==> src/rtl/set_access_controller_pkg.sv <==
// Shared types and helpers for the per-set access controller and its LRU neighbour.
// Holds the controller state encoding and one-hot helper functions.
// Functions are sized for up to MAX_WAYS ways; callers cast to their own width.
package set_access_controller_pkg;

   localparam int MAX_WAYS  = 32;
   localparam int MAX_IDX_W = 5;

   typedef enum logic [2:0] {
      IDLE,
      LOOKUP,
      WB,
      FILL_REQ,
      FILL_WAIT,
      ALLOC,
      RESP
   } state_e;

   // Keeps only the lowest set bit; also used to sanitise a malformed LRU target.
   function automatic logic [MAX_WAYS-1:0] lowest_set_oh(input logic [MAX_WAYS-1:0] v);
      return v & (~v + MAX_WAYS'(1));
   endfunction

   // One-hot to binary index; an all-zero input yields index 0.
   function automatic logic [MAX_IDX_W-1:0] onehot_to_idx(input logic [MAX_WAYS-1:0] oh);
      logic [MAX_IDX_W-1:0] idx;
      idx = '0;
      for (int i = 0; i < MAX_WAYS; i++) begin
         if (oh[i]) begin
            idx = idx | MAX_IDX_W'(i);
         end
      end
      return idx;
   endfunction

endpackage

==> src/rtl/set_access_controller_if.sv <==
// Request, response, LRU, writeback and fill signals of one cache-set controller.
// The slave modport is the controller's view; master is the environment's view.
// Flow control is valid/ready on request, writeback and fill; responses are pulses.
interface set_access_controller_if #(
   parameter int NUM_WAYS  = 4,
   parameter int TAG_WIDTH = 20
);
   logic                 req_valid;
   logic                 req_ready;
   logic [TAG_WIDTH-1:0] req_tag;
   logic                 req_write;
   logic                 resp_valid;
   logic                 resp_hit;
   logic [NUM_WAYS-1:0]  resp_way;
   logic [NUM_WAYS-1:0]  hit_way;
   logic [NUM_WAYS-1:0]  allocate_way;
   logic [NUM_WAYS-1:0]  eviction_target;
   logic                 eviction_ready;
   logic                 wb_valid;
   logic                 wb_ready;
   logic [TAG_WIDTH-1:0] wb_tag;
   logic                 fill_valid;
   logic                 fill_ready;
   logic [TAG_WIDTH-1:0] fill_tag;
   logic                 fill_done;

   modport slave (
      input  req_valid, req_tag, req_write, eviction_target, eviction_ready,
             wb_ready, fill_ready, fill_done,
      output req_ready, resp_valid, resp_hit, resp_way, hit_way, allocate_way,
             wb_valid, wb_tag, fill_valid, fill_tag
   );

   modport master (
      output req_valid, req_tag, req_write, eviction_target, eviction_ready,
             wb_ready, fill_ready, fill_done,
      input  req_ready, resp_valid, resp_hit, resp_way, hit_way, allocate_way,
             wb_valid, wb_tag, fill_valid, fill_tag
   );

endinterface

==> src/rtl/set_access_controller_tag_store.sv <==
// Per-way tag/valid/dirty state for one set, with combinational match and free-way search.
// Lookup outputs are combinational; writes land on the next clock edge.
// No backpressure: allocate and set-dirty ports are never used in the same cycle.
module set_access_controller_tag_store
   import set_access_controller_pkg::*;
#(
   parameter int NUM_WAYS  = 4,
   parameter int TAG_WIDTH = 20,
   parameter int IDX_W     = $clog2(NUM_WAYS)
) (
   input  logic                 clk,
   input  logic                 reset,
   input  logic [TAG_WIDTH-1:0] lookup_tag_i,
   output logic [NUM_WAYS-1:0]  match_o,
   output logic [NUM_WAYS-1:0]  valid_o,
   output logic [NUM_WAYS-1:0]  dirty_o,
   output logic [NUM_WAYS-1:0]  invalid_oh_o,
   input  logic [IDX_W-1:0]     rd_idx_i,
   output logic [TAG_WIDTH-1:0] rd_tag_o,
   input  logic                 alloc_en_i,
   input  logic [IDX_W-1:0]     alloc_idx_i,
   input  logic [TAG_WIDTH-1:0] alloc_tag_i,
   input  logic                 alloc_dirty_i,
   input  logic                 set_dirty_en_i,
   input  logic [IDX_W-1:0]     set_dirty_idx_i
);

   logic [TAG_WIDTH-1:0] tag_q [NUM_WAYS];
   logic [NUM_WAYS-1:0]  valid_q;
   logic [NUM_WAYS-1:0]  dirty_q;

   // Allocation rewrites a whole way; a write hit only raises the dirty bit.
   always_ff @(posedge clk or posedge reset) begin
      if (reset) begin
         for (int w = 0; w < NUM_WAYS; w++) begin
            tag_q[w] <= '0;
         end
         valid_q <= '0;
         dirty_q <= '0;
      end else begin
         for (int w = 0; w < NUM_WAYS; w++) begin
            if (alloc_en_i && (alloc_idx_i == IDX_W'(w))) begin
               tag_q[w]   <= alloc_tag_i;
               valid_q[w] <= 1'b1;
               dirty_q[w] <= alloc_dirty_i;
            end else if (set_dirty_en_i && (set_dirty_idx_i == IDX_W'(w))) begin
               dirty_q[w] <= 1'b1;
            end
         end
      end
   end

   // Match every valid way against the lookup tag in parallel.
   always_comb begin
      match_o = '0;
      for (int w = 0; w < NUM_WAYS; w++) begin
         match_o[w] = valid_q[w] && (tag_q[w] == lookup_tag_i);
      end
   end

   assign valid_o      = valid_q;
   assign dirty_o      = dirty_q;
   assign invalid_oh_o = NUM_WAYS'(lowest_set_oh(MAX_WAYS'(~valid_q)));
   assign rd_tag_o     = tag_q[rd_idx_i];

endmodule

==> src/rtl/set_access_controller.sv <==
// Per-set lookup controller: hit/miss resolution, victim choice, writeback and fill sequencing.
// Hit responds 2 cycles after accept; clean miss with immediate memory handshakes responds at 5.
// One request outstanding: req_ready only in IDLE; wb/fill requests hold until their ready.
module set_access_controller
   import set_access_controller_pkg::*;
#(
   parameter int NUM_WAYS  = 4,
   parameter int TAG_WIDTH = 20
) (
   input  logic                   clk,
   input  logic                   reset,
   set_access_controller_if.slave bus
);

   localparam int IDX_W = (NUM_WAYS > 1) ? $clog2(NUM_WAYS) : 1;

   state_e               state_q, state_d;
   logic [TAG_WIDTH-1:0] tag_q, tag_d;
   logic                 write_q, write_d;
   logic [NUM_WAYS-1:0]  victim_q, victim_d;
   logic [NUM_WAYS-1:0]  way_q, way_d;
   logic                 hit_q, hit_d;

   logic [NUM_WAYS-1:0]  match_vec;
   logic [NUM_WAYS-1:0]  valid_vec;
   logic [NUM_WAYS-1:0]  dirty_vec;
   logic [NUM_WAYS-1:0]  invalid_oh;
   logic [TAG_WIDTH-1:0] victim_tag;
   logic [IDX_W-1:0]     victim_idx;
   logic [IDX_W-1:0]     match_idx;
   logic [NUM_WAYS-1:0]  lru_pick;
   logic [NUM_WAYS-1:0]  pick;
   logic                 alloc_en;
   logic                 set_dirty_en;

   // The LRU block shares this reset so its ages restart alongside the tag state.
   set_access_controller_tag_store #(
      .NUM_WAYS  (NUM_WAYS),
      .TAG_WIDTH (TAG_WIDTH),
      .IDX_W     (IDX_W)
   ) u_store (
      .clk             (clk),
      .reset           (reset),
      .lookup_tag_i    (tag_q),
      .match_o         (match_vec),
      .valid_o         (valid_vec),
      .dirty_o         (dirty_vec),
      .invalid_oh_o    (invalid_oh),
      .rd_idx_i        (victim_idx),
      .rd_tag_o        (victim_tag),
      .alloc_en_i      (alloc_en),
      .alloc_idx_i     (victim_idx),
      .alloc_tag_i     (tag_q),
      .alloc_dirty_i   (write_q),
      .set_dirty_en_i  (set_dirty_en),
      .set_dirty_idx_i (match_idx)
   );

   assign victim_idx = IDX_W'(onehot_to_idx(MAX_WAYS'(victim_q)));
   assign match_idx  = IDX_W'(onehot_to_idx(MAX_WAYS'(match_vec)));
   // A malformed multi-hot target degrades to its lowest set bit.
   assign lru_pick   = NUM_WAYS'(lowest_set_oh(MAX_WAYS'(bus.eviction_target)));

   // State and per-request context registers.
   always_ff @(posedge clk or posedge reset) begin
      if (reset) begin
         state_q  <= IDLE;
         tag_q    <= '0;
         write_q  <= 1'b0;
         victim_q <= '0;
         way_q    <= '0;
         hit_q    <= 1'b0;
      end else begin
         state_q  <= state_d;
         tag_q    <= tag_d;
         write_q  <= write_d;
         victim_q <= victim_d;
         way_q    <= way_d;
         hit_q    <= hit_d;
      end
   end

   // Next-state and output decode; every output is zero outside the state that owns it.
   always_comb begin
      state_d          = state_q;
      tag_d            = tag_q;
      write_d          = write_q;
      victim_d         = victim_q;
      way_d            = way_q;
      hit_d            = hit_q;
      pick             = '0;
      alloc_en         = 1'b0;
      set_dirty_en     = 1'b0;
      bus.req_ready    = 1'b0;
      bus.resp_valid   = 1'b0;
      bus.resp_hit     = 1'b0;
      bus.resp_way     = '0;
      bus.hit_way      = '0;
      bus.allocate_way = '0;
      bus.wb_valid     = 1'b0;
      bus.wb_tag       = '0;
      bus.fill_valid   = 1'b0;
      bus.fill_tag     = '0;

      case (state_q)
         IDLE: begin
            bus.req_ready = 1'b1;
            if (bus.req_valid) begin
               tag_d   = bus.req_tag;
               write_d = bus.req_write;
               state_d = LOOKUP;
            end
         end
         LOOKUP: begin
            if (|match_vec) begin
               bus.hit_way  = match_vec;
               set_dirty_en = write_q;
               hit_d        = 1'b1;
               way_d        = match_vec;
               state_d      = RESP;
            end else begin
               // Free ways are filled first; the LRU target is only consulted when the
               // set is full, and never in a cycle carrying an LRU update pulse.
               if (|invalid_oh) begin
                  pick = invalid_oh;
               end else if (bus.eviction_ready) begin
                  pick = lru_pick;
               end
               if (|pick) begin
                  victim_d = pick;
                  state_d  = (|(pick & valid_vec & dirty_vec)) ? WB : FILL_REQ;
               end
            end
         end
         WB: begin
            bus.wb_valid = 1'b1;
            bus.wb_tag   = victim_tag;
            if (bus.wb_ready) begin
               state_d = FILL_REQ;
            end
         end
         FILL_REQ: begin
            bus.fill_valid = 1'b1;
            bus.fill_tag   = tag_q;
            if (bus.fill_ready) begin
               state_d = FILL_WAIT;
            end
         end
         FILL_WAIT: begin
            if (bus.fill_done) begin
               state_d = ALLOC;
            end
         end
         ALLOC: begin
            alloc_en         = 1'b1;
            bus.allocate_way = victim_q;
            hit_d            = 1'b0;
            way_d            = victim_q;
            state_d          = RESP;
         end
         RESP: begin
            bus.resp_valid = 1'b1;
            bus.resp_hit   = hit_q;
            bus.resp_way   = way_q;
            state_d        = IDLE;
         end
         default: begin
            state_d = IDLE;
         end
      endcase
   end

endmodule

==> src/flat_wrapper.sv <==
// flat-port wrapper written by rule: the top's interface ports become plain ports
module set_access_controller_flat import set_access_controller_pkg::*;
#(
   parameter int NUM_WAYS  = 4,
   parameter int TAG_WIDTH = 20
)
  (clk, reset, bus_req_valid, bus_req_tag, bus_req_write, bus_eviction_target, bus_eviction_ready, bus_wb_ready, bus_fill_ready, bus_fill_done, bus_req_ready, bus_resp_valid, bus_resp_hit, bus_resp_way, bus_hit_way, bus_allocate_way, bus_wb_valid, bus_wb_tag, bus_fill_valid, bus_fill_tag);
  set_access_controller_if #(.NUM_WAYS(NUM_WAYS), .TAG_WIDTH(TAG_WIDTH)) bus_i ();
  input  logic clk;
  input  logic reset;
  input wire logic [$bits(bus_i.req_valid)-1:0] bus_req_valid;
  input wire logic [$bits(bus_i.req_tag)-1:0] bus_req_tag;
  input wire logic [$bits(bus_i.req_write)-1:0] bus_req_write;
  input wire logic [$bits(bus_i.eviction_target)-1:0] bus_eviction_target;
  input wire logic [$bits(bus_i.eviction_ready)-1:0] bus_eviction_ready;
  input wire logic [$bits(bus_i.wb_ready)-1:0] bus_wb_ready;
  input wire logic [$bits(bus_i.fill_ready)-1:0] bus_fill_ready;
  input wire logic [$bits(bus_i.fill_done)-1:0] bus_fill_done;
  output wire logic [$bits(bus_i.req_ready)-1:0] bus_req_ready;
  output wire logic [$bits(bus_i.resp_valid)-1:0] bus_resp_valid;
  output wire logic [$bits(bus_i.resp_hit)-1:0] bus_resp_hit;
  output wire logic [$bits(bus_i.resp_way)-1:0] bus_resp_way;
  output wire logic [$bits(bus_i.hit_way)-1:0] bus_hit_way;
  output wire logic [$bits(bus_i.allocate_way)-1:0] bus_allocate_way;
  output wire logic [$bits(bus_i.wb_valid)-1:0] bus_wb_valid;
  output wire logic [$bits(bus_i.wb_tag)-1:0] bus_wb_tag;
  output wire logic [$bits(bus_i.fill_valid)-1:0] bus_fill_valid;
  output wire logic [$bits(bus_i.fill_tag)-1:0] bus_fill_tag;
  assign bus_i.req_valid = bus_req_valid;
  assign bus_i.req_tag = bus_req_tag;
  assign bus_i.req_write = bus_req_write;
  assign bus_i.eviction_target = bus_eviction_target;
  assign bus_i.eviction_ready = bus_eviction_ready;
  assign bus_i.wb_ready = bus_wb_ready;
  assign bus_i.fill_ready = bus_fill_ready;
  assign bus_i.fill_done = bus_fill_done;
  assign bus_req_ready = bus_i.req_ready;
  assign bus_resp_valid = bus_i.resp_valid;
  assign bus_resp_hit = bus_i.resp_hit;
  assign bus_resp_way = bus_i.resp_way;
  assign bus_hit_way = bus_i.hit_way;
  assign bus_allocate_way = bus_i.allocate_way;
  assign bus_wb_valid = bus_i.wb_valid;
  assign bus_wb_tag = bus_i.wb_tag;
  assign bus_fill_valid = bus_i.fill_valid;
  assign bus_fill_tag = bus_i.fill_tag;
  set_access_controller #(.NUM_WAYS(NUM_WAYS), .TAG_WIDTH(TAG_WIDTH)) u_core (.clk(clk), .reset(reset), .bus(bus_i));
endmodule
==> config.mk <==
export PLATFORM = sky130hd
export DESIGN_NAME = set_access_controller_flat
export DESIGN_NICKNAME = d
export VERILOG_FILES = /design/src/rtl/set_access_controller_pkg.sv /design/src/rtl/set_access_controller_if.sv /design/src/rtl/set_access_controller_tag_store.sv /design/src/rtl/set_access_controller.sv /design/src/flat_wrapper.sv
export SDC_FILE = /design/constraint.sdc
export NUM_CORES = 1
export LEC_CHECK = 0
export ABC_CLOCK_PERIOD_IN_PS = 3700
export CAP_MARGIN = 20
export CELL_PAD_IN_SITES_DETAIL_PLACEMENT = 1
export CELL_PAD_IN_SITES_GLOBAL_PLACEMENT = 2
export CORE_ASPECT_RATIO = 0.6
export CORE_MARGIN = 2
export CORE_UTILIZATION = 33
export DETAILED_ROUTE_END_ITERATION = 12
export PLACE_DENSITY_LB_ADDON = 0.1
export SLEW_MARGIN = 10
export SYNTH_ARGS = -nofsm -noshare
export SYNTH_HDL_FRONTEND = slang
export SYNTH_SLANG_ARGS = --single-unit
==> constraint.sdc <==
create_clock -name clk -period 3.7 [get_ports clk]
set_input_delay 0.37 -clock clk [delete_from_list [all_inputs] [get_ports clk]]
set_output_delay 0.37 -clock clk [all_outputs]
set_load 0.05 [all_outputs]
### Word level (Yosys, flattened, before mapping)

Cells that the tools add are included.
Widths: inputs -> output; s select.

| word-level totals | value |
|---|---|
| flip-flop bits (word level) | 121 |
| input port bits | 32 |
| output and inout bits | 57 |
| logic and storage cells | 127 |

| operators by class | value |
|---|---|
| add/sub/neg operators | 2 |
| order comparisons | 1 |
| eq/ne operators | 22 |
| muxes and demuxes | 47 |
| bitwise gates (word level) | 9 |
| reduce and logical (&&, ||, !) cells | 28 |

Operators with widths:

| kind | count |
|---|---|
| $eq 20x20->1 | 4 |
| $mux 20 | 4 |
| $bmux 20 s2 | 1 |
| $mux 4 | 9 |
| $mux 1 | 20 |
| $mux 3 | 6 |
| $pmux 3 s6 | 1 |
| $and 4x4->4 | 4 |
| $reduce_or 4->1 | 4 |
| $logic_and 1x1->1 | 12 |
| $not 4->4 | 3 |
| $reduce_bool 2->1 | 5 |
| $eq 3x3->1 const B | 3 |
| $add 4x1->4 const B | 2 |
| $eq 2x2->1 const B | 4 |
| $mux 2 | 4 |
| $ne 2x2->1 const B | 4 |
| $pmux 4 s2 | 1 |
| $eq 3x2->1 const B | 2 |
| $reduce_and 5->1 | 1 |
| $eq 2x1->1 const B | 2 |
| $logic_not 2->1 | 2 |
| $reduce_and 2->1 | 2 |
| $eq 3x1->1 const B | 1 |
| 8 further kinds | 8 |

### Depth between registers and ports, before layout

| depth | value |
|---|---|
| depth in word-level cells | 15 |
| mapped depth | 8 |
| depth with buffers taken out | 7 |

### Cells and area by module

Synthesis repeated with hierarchy kept, for this count alone.

| unflattened totals | value |
|---|---|
| cells, all modules | 537 |
| area total of the unflattened synthesis | 6598.8 µm² |

Modules (own cells, without submodules):

| module | times used | cells an instance | area an instance (µm²) | seq. area each (µm²) |
|---|---|---|---|---|
| set_access_controller_tag_store | 1 | 341 | 4673.2 | 2202.1 |
| set_access_controller | 1 | 196 | 1925.6 | 825.8 |

### Worst setup path before layout

OpenSTA, ideal clock, no wires.

| timing path | value |
|---|---|
| path kind | reg-to-output |
| from | register u_core.victim_q[1] |
| to | output port bus_wb_tag[0] |
| arrival time | 2.539 ns |
| required time | 3.330 ns |
| slack | 0.791 ns |
| stages on the path, launching flop included | 6 |
| path buffers | 3 |
| cell sequence | dfrtp_1 clkbuf_1 clkbuf_1 clkbuf_1 a211oi_1 a311oi_1 |

| on the way | value |
|---|---|
| cells in the longest elaborated chain, start to end | 8 |

RTL lines:

| item | RTL line | RTL |
|---|---|---|
| start, declared | set_access_controller.sv:20 | `logic [NUM_WAYS-1:0] victim_q, victim_d;` |
| start signal, assigned | set_access_controller.sv:77 | `victim_q <= victim_d;` |
| $mux 1 | set_access_controller_pkg.sv:29 | `if (oh[i]) begin` |
| $mux 2 (2 in a row) | set_access_controller_pkg.sv:29 |  |
| $not 2->3 (implied by the code) | set_access_controller_tag_store.sv:64 | `assign rd_tag_o = tag_q[rd_idx_i];` |
| $bmux 20 s2 | set_access_controller_tag_store.sv:64 |  |
| $mux 20 (implied by the code) (2 in a row) | set_access_controller_tag_store.sv:64 |  |
| $mux 20 | set_access_controller.sv:105 | `case (state_q)` |
| end, declared | flat_wrapper.sv:26 | `output wire logic [$bits(bus_i.wb_tag)-1:0] bus_wb_tag;` |

Every way passes these cells. The select of a mux whose other input is x is not followed.

### Worst setup path after layout

| timing path | value |
|---|---|
| from | register u_core.tag_q[1] |
| to | output port bus_hit_way[0] |

| on the way | value |
|---|---|
| cells in the longest elaborated chain, start to end | 5 |
| elaborated cells on any way between the ends | 11 |
| those cells by class | eq/ne: 4; mux: 2; reduce/logical: 5 |

RTL lines:

| item | RTL line | RTL |
|---|---|---|
| start, declared | set_access_controller.sv:18 | `logic [TAG_WIDTH-1:0] tag_q, tag_d;` |
| start signal, assigned | set_access_controller.sv:75 | `tag_q <= tag_d;` |
| $eq 20x20->1 | set_access_controller_tag_store.sv:57 | `match_o[w] = valid_q[w] && (tag_q[w] == lookup_tag_i);` |
| $logic_and 1x1->1 | set_access_controller_tag_store.sv:57 |  |
| $reduce_or 4->1 | set_access_controller.sv:115 | `if (\|match_vec) begin` |
| $mux 4 (*) | set_access_controller.sv:115 |  |
| $mux 4 (*) | set_access_controller.sv:105 |  |
| end, declared | flat_wrapper.sv:23 | `output wire logic [$bits(bus_i.hit_way)-1:0] bus_hit_way;` |

Every way passes the cells marked *; elsewhere a longest branch is shown, timed or not.

==> flow_summary.ini <==
[clocking]
cts_tree = built
cts_setup_buffers = 0
numCtsBuffers = 17
cts-htree-levels = 4
cts_root_buffer = clkbuf_16
cts_buffer_depth = 2
clk_pin_slew_ns = 0.05
clkLatencyLatePin_ns = 0.42
cts.sinks = 121
cts_hold_buf = 0

[grt]
grt_util_met1_pct = 35.0
antenna_found_initial = 0
grt_usage_pct = 21.8
grt_pass1_wl_microns = 34700
use_met2_pct = 29.5
grt_pass1_vias = 5247
grt_overflow_total = 0
grt_max_degree = 61
top_usage_layer = met1
use_met3_pct = 4.39

[placed_design]
dp_hpwl_microns = 15700
gp_congestion = 0.801
numPortBuffers = 88
pre_cts_ws_ns = 0.307
placed_cells_incl_taps = 943

[timing]
fmax_ghz = 0.302
skew_ns = 0.0111
rsz0062_at_grt = false
drv_slew = 0
max-slew-margin-rel_pct = 47.2
final_min_period_over_clock_period_pct = 89.4
fin_crit_ns = 3.31
setup_viol = 0
setup_tns_ns = 0
finalHoldViolations = 0
worst_slack_ns = 0.391
worst_pin_slew_ns = 0.786

[setup_path]
path_cells = xnor2_1 -> nand4_1 -> nor4_1 -> nand4_1 -> or2_1 -> inv_1 -> clkbuf_2
critPathTopFamily = simple AND/OR/NAND/NOR gates
crit_path_max_incr_delay_ns = 0.51
cp.arrival_ns = 2.94
critPathSlowestCell = dfrtp_1
path_common_cell = nand4_1
required_ns = 3.33
critPathKind = reg2out
path_buf_inv = 2
startpoint_type = flip-flop
end_kind = output port
crit_fanout = 10

[finish]
nFillCells = 2176
drive_above_1_share_pct = 27.6
n_antenna_cell = 0
stdcell_count = 975
area_growth_pct = 26.4
nets = 721
utilization_pct = 42.9

[run]
drv_cap = 0

[yosys]
ys_top_cells_by_area = dfrtp_1, mux2_2, xnor2_1, a311oi_1, and2_1
async_flop_share_pct = 100
netlist.area_leader.share_pct = 44.1
syn-instance-count = 616
synth-edff-count = 0
synth_area_sq_um = 6870
synth_flop_cell = dfrtp_1
yosysWarnings = 0
synthesis.area_per_instance_sq_um = 11.1
synth_cell_type_count = 50
synth_top_area_cell = dfrtp_1
synth.yosys.seq_area_share_pct = 44.1
synthesis.nets = 648
ys_seq_elements = 121

[outcome]
outcome = finished clean

[floorplan]
fp.dieW_microns = 190
boundaryPins = 89
die_area_sq_um = 22000
die_y_microns = 116
rows = 40
start_util_pct = 34.0
core_sq_um = 20200

[detailed_routing]
drtAntennaViolNets = 0
avgViaCountPerCell = 5.27
wirelength_microns = 23000
dr.pass1.iters = 5
wl_per_cell_microns = 23.6
vias = 5141
drc = 0
drt_iter0_markers = 367

[pwr]
vdd_drop_max_uv = 406
power_density_nw_per_um2 = 988
total_power_w = 0.00858
leakage_nw = 3.63

[min_path]
hold_path_class = in2async
## kinds of logic (layout without fill, tap and decap cells)
logic type	count (synthesis)	count (layout)	share of synthesized area, %
DFF	121	121	44.1
buffers and inverters	60	146	5.19
xor gates and xnor gates	80	80	10.3
AOI/OAI and AO/OA	86	86	8.60
muxes	105	105	17.3
and+or+nand+nor	164	164	14.5
## final timing paths
path / startpoint / to / slack (ns) / cells after the start
worst min-delay path: reset / u_core.u_store.tag_q[74]$_DFFE_PP0P_ / 0.38 / 2
max in group asynchronous: reset / u_core.u_store.tag_q[13]$_DFFE_PP0P_ / 2.52 / 3
worst max register to register: u_core.tag_q[1]$_DFFE_PP0P_ / u_core.victim_q[0]$_DFFE_PP0P_ / 0.97 / 7
worst min register to register: u_core.hit_q$_DFFE_PP0P_ / u_core.hit_q$_DFFE_PP0P_ / 0.50 / 2
min in group clk: u_core.hit_q$_DFFE_PP0P_ / u_core.hit_q$_DFFE_PP0P_ / 0.50 / 2
worst max-delay path: u_core.tag_q[1]$_DFFE_PP0P_ / bus_hit_way[0] / 0.39 / 7
## synthesized netlist by cell type (all sizes together) (4+ instances only)
| library cell | n |
|---|---|
| xnor2 | 64 |
| or2 | 7 |
| nand3 | 8 |
| o21ai | 26 |
| nor3b | 4 |
| a21oi | 8 |
| xor2 | 16 |
| buf | 32 |
| nor4 | 9 |
| and2 | 27 |
| a211oi | 21 |
| inv | 6 |
| nand2b | 4 |
| nor2b | 22 |
| dfrtp | 121 |
| nand2 | 37 |
| nor2 | 10 |
| mux2 | 104 |
| a311oi | 20 |
| nand4 | 23 |
| clkbuf | 22 |
## worst reg2reg max path, stage by stage, from the launching register on
cell     delay (ns)
dfrtp_1        0.51
xnor2_1        0.25
nand4_1        0.24
nor4_1         0.46
nand4_1        0.37
nand4_4        0.30
or3_4          0.20
mux2_4         0.30
## per-stage QoR
step | instance area, sq um | hold WS (ns)
after floorplan | 6870 | 0.454
after global placement | 8040 | 0.479
after detailed placement | 8040 | 0.491
after CTS | 8670 | 0.401
after global routing | 8680 | 0.428
final | 8680 | 0.385
## final cells by class
cell class | instances | area, sq um | share of cell area [%]
Clock buffer | 24 | 492 | 5.67
Clock inverter | 8 | 140 | 1.61
Inverter | 6 | 25.0 | 0.288
Multi-Input combinational cell | 435 | 3490 | 40.2
Sequential cell | 121 | 3030 | 34.9
Tap cell | 273 | 342 | 3.94
Timing Repair Buffer | 108 | 1160 | 13.4
## registers in the layout (all words and copies together) (netlist names)
register and flops:
u_core.u_store.tag_q 80, u_core.state_q 3, u_core.hit_q 1, u_core.victim_q 4, u_core.write_q 1, u_core.way_q 4, u_core.u_store.valid_o 4, u_core.tag_q 20
u_core.u_store.dirty_o 4
## layout by cell type, fill, tap and decap left out, types with 4 or more instances in the layout
cell             count
nor2b_1             22
xor2_1              16
mux2_2              98
nand3_1              8
bufinv_16            4
nand4_2              4
dfrtp_1            120
clkbuf_16           17
o21ai_0             26
a21oi_1              8
or2_2                5
a311oi_1            20
nor4_1               5
and2_1              26
nand4_1             18
a211oi_1            21
nor2_1              10
buf_12              14
clkdlybuf4s50_1     64
clkbuf_8             4
mux2_1               4
inv_1                5
clkinv_2             4
xnor2_1             63
nand2b_1             4
nand2_1             37
buf_4               26
## metal layers
| layer | wire (microns) | share of wire, % | vias to the layer above |
|---|---|---|---|
| met5 | 0 | 0 | - |
| met2 | 9300 | 40 | 126 |
| met3 | 1160 | 5.0 | 10 |
| met1 | 12400 | 54 | 2674 |
| li1 | - | - | 2331 |
| met4 | 103 | 0.45 | 0 |
## repair_timing
action,4_1_cts,5_1_grt
endpoints found under the setup margin,1,4
hold endpoints to repair,0,0
gates resized for setup,1,5
## where the power goes
part | internal, W | switching [W]
clock network | 0.00120 | 0.000630
registers | 0.00183 | 0.000873
logic | 0.00173 | 0.00232
total | 0.00476 | 0.00382
No activity file was read; power rests on OpenSTA's default activity.
==> patch 1 (same flow settings) <==
`TAG_WIDTH` is set to 20 in 4 places; all go to 16.
--- a/src/rtl/set_access_controller_if.sv
+++ b/src/rtl/set_access_controller_if.sv
@@ -5,3 +5,3 @@
    parameter int NUM_WAYS  = 4,
-   parameter int TAG_WIDTH = 20
+   parameter int TAG_WIDTH = 16
 );
--- a/src/rtl/set_access_controller_tag_store.sv
+++ b/src/rtl/set_access_controller_tag_store.sv
@@ -7,3 +7,3 @@
    parameter int NUM_WAYS  = 4,
-   parameter int TAG_WIDTH = 20,
+   parameter int TAG_WIDTH = 16,
    parameter int IDX_W     = $clog2(NUM_WAYS)
--- a/src/rtl/set_access_controller.sv
+++ b/src/rtl/set_access_controller.sv
@@ -7,3 +7,3 @@
    parameter int NUM_WAYS  = 4,
-   parameter int TAG_WIDTH = 20
+   parameter int TAG_WIDTH = 16
 ) (
--- a/src/flat_wrapper.sv
+++ b/src/flat_wrapper.sv
@@ -4,3 +4,3 @@
    parameter int NUM_WAYS  = 4,
-   parameter int TAG_WIDTH = 20
+   parameter int TAG_WIDTH = 16
 )
Ports: changed (resized bus_fill_tag, bus_req_tag and bus_wb_tag); port bits go from 89 to 77. The function was not compared with the original's and may differ.
==> patch 1 against the unedited design <==
- total power down 21%
- routed wire length is 16% lower
- synthesized area decreased by 17%
- setup slack worse by 220 ps
- clock skew decreased by 4.5 ps
- critical path depth down 1
- register-to-register slack improved by 100 ps
- final area decreased by 17%
- sequential cell count fell by 20
- largest cell class unchanged
- largest power group unchanged
==> patch 1: results (changes against the unedited design) <==
* Status: finished clean (unchanged)
* Critical path's slowest cell: clkdlybuf4s50_1 (was dfrtp_1)
* Switching share of power at 45.54% (was 44.52%)
* Met1 Routed Length at 10700 um (was 12420 um)
* Worst r2r dst: u_core.way_q[3]$_DFFE_PP0P_ (was u_core.victim_q[0]$_DFFE_PP0P_)
* Wire length on met3 at 863 um (was 1160 um)
* Syn_nets at 567 (was 648)
* Mean Syn Cell Area at 10.61 um2 (was 11.15 um2)
* Final Skew at 6.645 ps (was 11.12 ps)
* Dpl cell area at 6888 um2 (was 8043 um2)
* Input/output buffers at 76 (was 88)
* Initial DRC count at 204 (was 367)
* GR Util met2 at 29.08% (was 29.51%)
* Routability-driven placement congestion ratio at 0.8282 (was 0.8013)
* Dpl hpwl at 13530 um (was 15710 um)
* Seq group at 2190 uW (was 2700 uW)
* CTS buffer count at 9 (was 17)
* Worst Hold Class: in -> async (unchanged)
* Total length of routed wires at 19280 um (was 22990 um)
* Clk Latency, worst-skew pair at 350 ps (was 420 ps)
* Clk pin slew, worst setup/hold paths at 70 ps (was 50 ps)
* Global Route met3 Usage at 3.863% (was 4.391%)
* Register area share after synthesis at 44.20% (was 44.10%)
* Nets at 634 (was 721)
* Fraction of layout cells with a size suffix above 1 at 25.41% (was 27.64%)
* Maximum VDD drop at 395.7 uV (was 405.9 uV)
* Reg-to-Reg Start: u_core.tag_q[12]$_DFFE_PP0P_ (was u_core.tag_q[1]$_DFFE_PP0P_)
* Vias/cell at 5.305 (was 5.273)
* Synth top cells by count: dfrtp_1, mux2_2, xor2_1, nand2_1, o21ai_0 (was dfrtp_1, mux2_2, xnor2_1, nand2_1)
* Biggest regs: u_core.u_store.tag_q (64), u_core.tag_q (16) (was u_core.u_store.tag_q (80), u_core.tag_q (20))
* Synth cell types at 44 (was 50)
* P_leak at 0.003168 uW (was 0.003633 uW)
* First-pass GRT wire length at 29870 um (was 34670 um)
* CP arrival at 3160 ps (was 2940 ps)
* Overall routing resource usage at 21.69% (was 21.78%)
* First-pass DRT Iterations at 4 (was 5)
* WHS at 448.0 ps (was 384.7 ps)
* Largest net degree at the start of global routing at 50 (was 61)
==> patch 1: cell count changes after synthesis, moves of 7 or more <==
| cell | change |
|---|---|
| xnor2_1 | -44 |
| buf_4 | -8 |
| nand4_1 | -9 |
| dfrtp_1 | -20 |
| nor3_1 | +8 |
| and3_1 | +14 |
| mux2_2 | -16 |
| and2_1 | -20 |
| inv_1 | +7 |
| xor2_1 | +28 |
==> patch 1: layout make-up <==
class / count / area (um2)
Fill cell: 1880 / 9799
Multi-Input combinational cell: 380 / 2910
Sequential cell: 101 / 2527
Timing Repair Buffer: 101 / 1109
Tap cell: 234 / 292.8
Clock buffer: 10 / 239.0
Clock inverter: 5 / 107.6
Inverter: 13 / 51.30
==> patch 1: logic make-up after synthesis <==
kind of cell,count (synthesis),synth area share (%)
AO/OA/AOI/OAI,82,10.37
AND/OR/NAND/NOR,152,14.44
XOR/XNOR,64,9.934
buffers and inverters,58,4.902
multiplexers,82,16.15
flip-flops,101,44.20
==> patch 1: stage by stage <==
stage	worst slack, ps	total power (uW)
floorplan	682.9	4335
global placement	491.8	5609
detailed placement	494.1	5664
CTS	91.34	6812
global route	49.81	7189
finish	172.2	6796
==> patch 1: worst max-delay path by stage <==
stage	from	end	slack, ps	cells past startpoint
after floorplan	reset	u_core.hit_q$_DFFE_PP0P_	680	1
after global placement	u_core.tag_q[14]$_DFFE_PP0P_	bus_hit_way[1]	490	6
after detailed placement	u_core.tag_q[14]$_DFFE_PP0P_	bus_hit_way[1]	490	6
after CTS	u_core.tag_q[14]$_DFFE_PP0P_	bus_hit_way[1]	90	6
after global routing	u_core.tag_q[12]$_DFFE_PP0P_	bus_hit_way[3]	50	6
final	u_core.tag_q[3]$_DFFE_PP0P_	bus_hit_way[3]	170	6
==> patch 2 (same flow settings) <==
Without the edit above. Reset style: synchronous (`reset`), changed in 2 clocked blocks.
--- a/src/rtl/set_access_controller_tag_store.sv
+++ b/src/rtl/set_access_controller_tag_store.sv
@@ -32,3 +32,3 @@
    // Allocation rewrites a whole way; a write hit only raises the dirty bit.
-   always_ff @(posedge clk or posedge reset) begin
+   always_ff @(posedge clk) begin
       if (reset) begin
--- a/src/rtl/set_access_controller.sv
+++ b/src/rtl/set_access_controller.sv
@@ -64,3 +64,3 @@
    // State and per-request context registers.
-   always_ff @(posedge clk or posedge reset) begin
+   always_ff @(posedge clk) begin
       if (reset) begin
Behaviour: differs if reset is asserted again (counterexample within 4 cycles, from zero or initial values and one cycle with reset high); with reset held inactive, the same outputs for 10 cycles.
==> patch 2 against the unedited design <==
- synthesized area fell by 3.5%
- synthesized cell count rose by 9.7%
- final area fell by 3.4%
- clock skew fell by 0.66 ps
- routed wire length rose by 14%
- sequential cell count did not move
- setup slack got worse by 300 ps
Power is not compared: it rests on default switching activity, and its combinational part moved more than twofold at a synthesized area within 25%.
==> patch 2: results (changes against the unedited design) <==
* Routability-driven placement congestion ratio at 0.9041 (was 0.8013)
* CP arrival at 3240 ps (was 2940 ps)
* Status: finished clean (unchanged)
* Overall routing resource usage at 25.42% (was 21.78%)
* Dpl cell area at 7776 um2 (was 8043 um2)
* Worst Hold Class: reg -> reg (was in -> async)
* Fraction of layout cells with a size suffix above 1 at 9.868% (was 27.64%)
* Vias/cell at 5.509 (was 5.273)
* Period minus WS final at 3614 ps (was 3309 ps)
* Async SR Flop Fraction at 0% (was 100.0%)
* Worst reg2reg setup slack at 920 ps (was 970 ps)
* Vias in the first global route at 5697 (was 5247)
* Slowest stage delay, CP at 810 ps (was 510 ps)
* Commonest register cell after synthesis: edfxtp_1 (was dfrtp_1)
* Register area share after synthesis at 48.63% (was 44.10%)
* Synth cell types at 46 (was 50)
* WHS at 462.3 ps (was 384.7 ps)
* Synth top area cells: edfxtp_1, dfxtp_1, xnor2_1 (was dfrtp_1, mux2_2, xnor2_1)
* Routed length per placed instance at 25.43 um (was 23.57 um)
* Post-synth EDFFs at 80 (was 0)
* Initial DRC count at 527 (was 367)
* First-pass GRT wire length at 38930 um (was 34670 um)
* Crit Path Max Fanout at 6 (was 10)
* Crit path capture: bus_hit_way[3] (was bus_hit_way[0])
* Syn_nets at 708 (was 648)
* Growth of design area from synthesis to finish at 26.45% (was 26.37%)
* Syn Inst Count at 676 (was 616)
[patch 2: cell count changes in the layout (fill, tap and decap cells not counted), sizes merged, moves of 41 or more]
cell	unedited run	this run
edfxtp	0	80
a21oi	8	51
and2	27	71
mux2	104	1
dfxtp	0	41
a22oi	0	41
dfrtp	121	0
[patch 2: area by class of cell]
class,instances,area [um2]
flip-flops and latches,121,3227
clock buffers,18,439.2
fillers,2214,11490
well taps,273,341.6
inverters,14,52.55
clock inverters,14,125.1
repair buffers,112,1084
multi-input cells,481,3112
[patch 2: cell families (layout without fill, tap and decap cells)]
kind of cell	after synthesis	after routing	share of synthesized area, %
buf+inv	74	158	4.890
simple gates	274	274	23.35
flops	121	121	48.63
compound gates	124	124	12.04
xor+xnor	81	81	10.70
mux	2	2	0.3775
[patch 2: metal layers]
layer | part of all wire [%] | vias up | GRT usage, %
li1 | - | 2560 | -
met1 | 52 | 2928 | 41.13
met2 | 39 | 186 | 33.88
met3 | 7.6 | 17 | 5.508
met4 | 0.89 | 0 | 4.921
met5 | 0 | - | 0
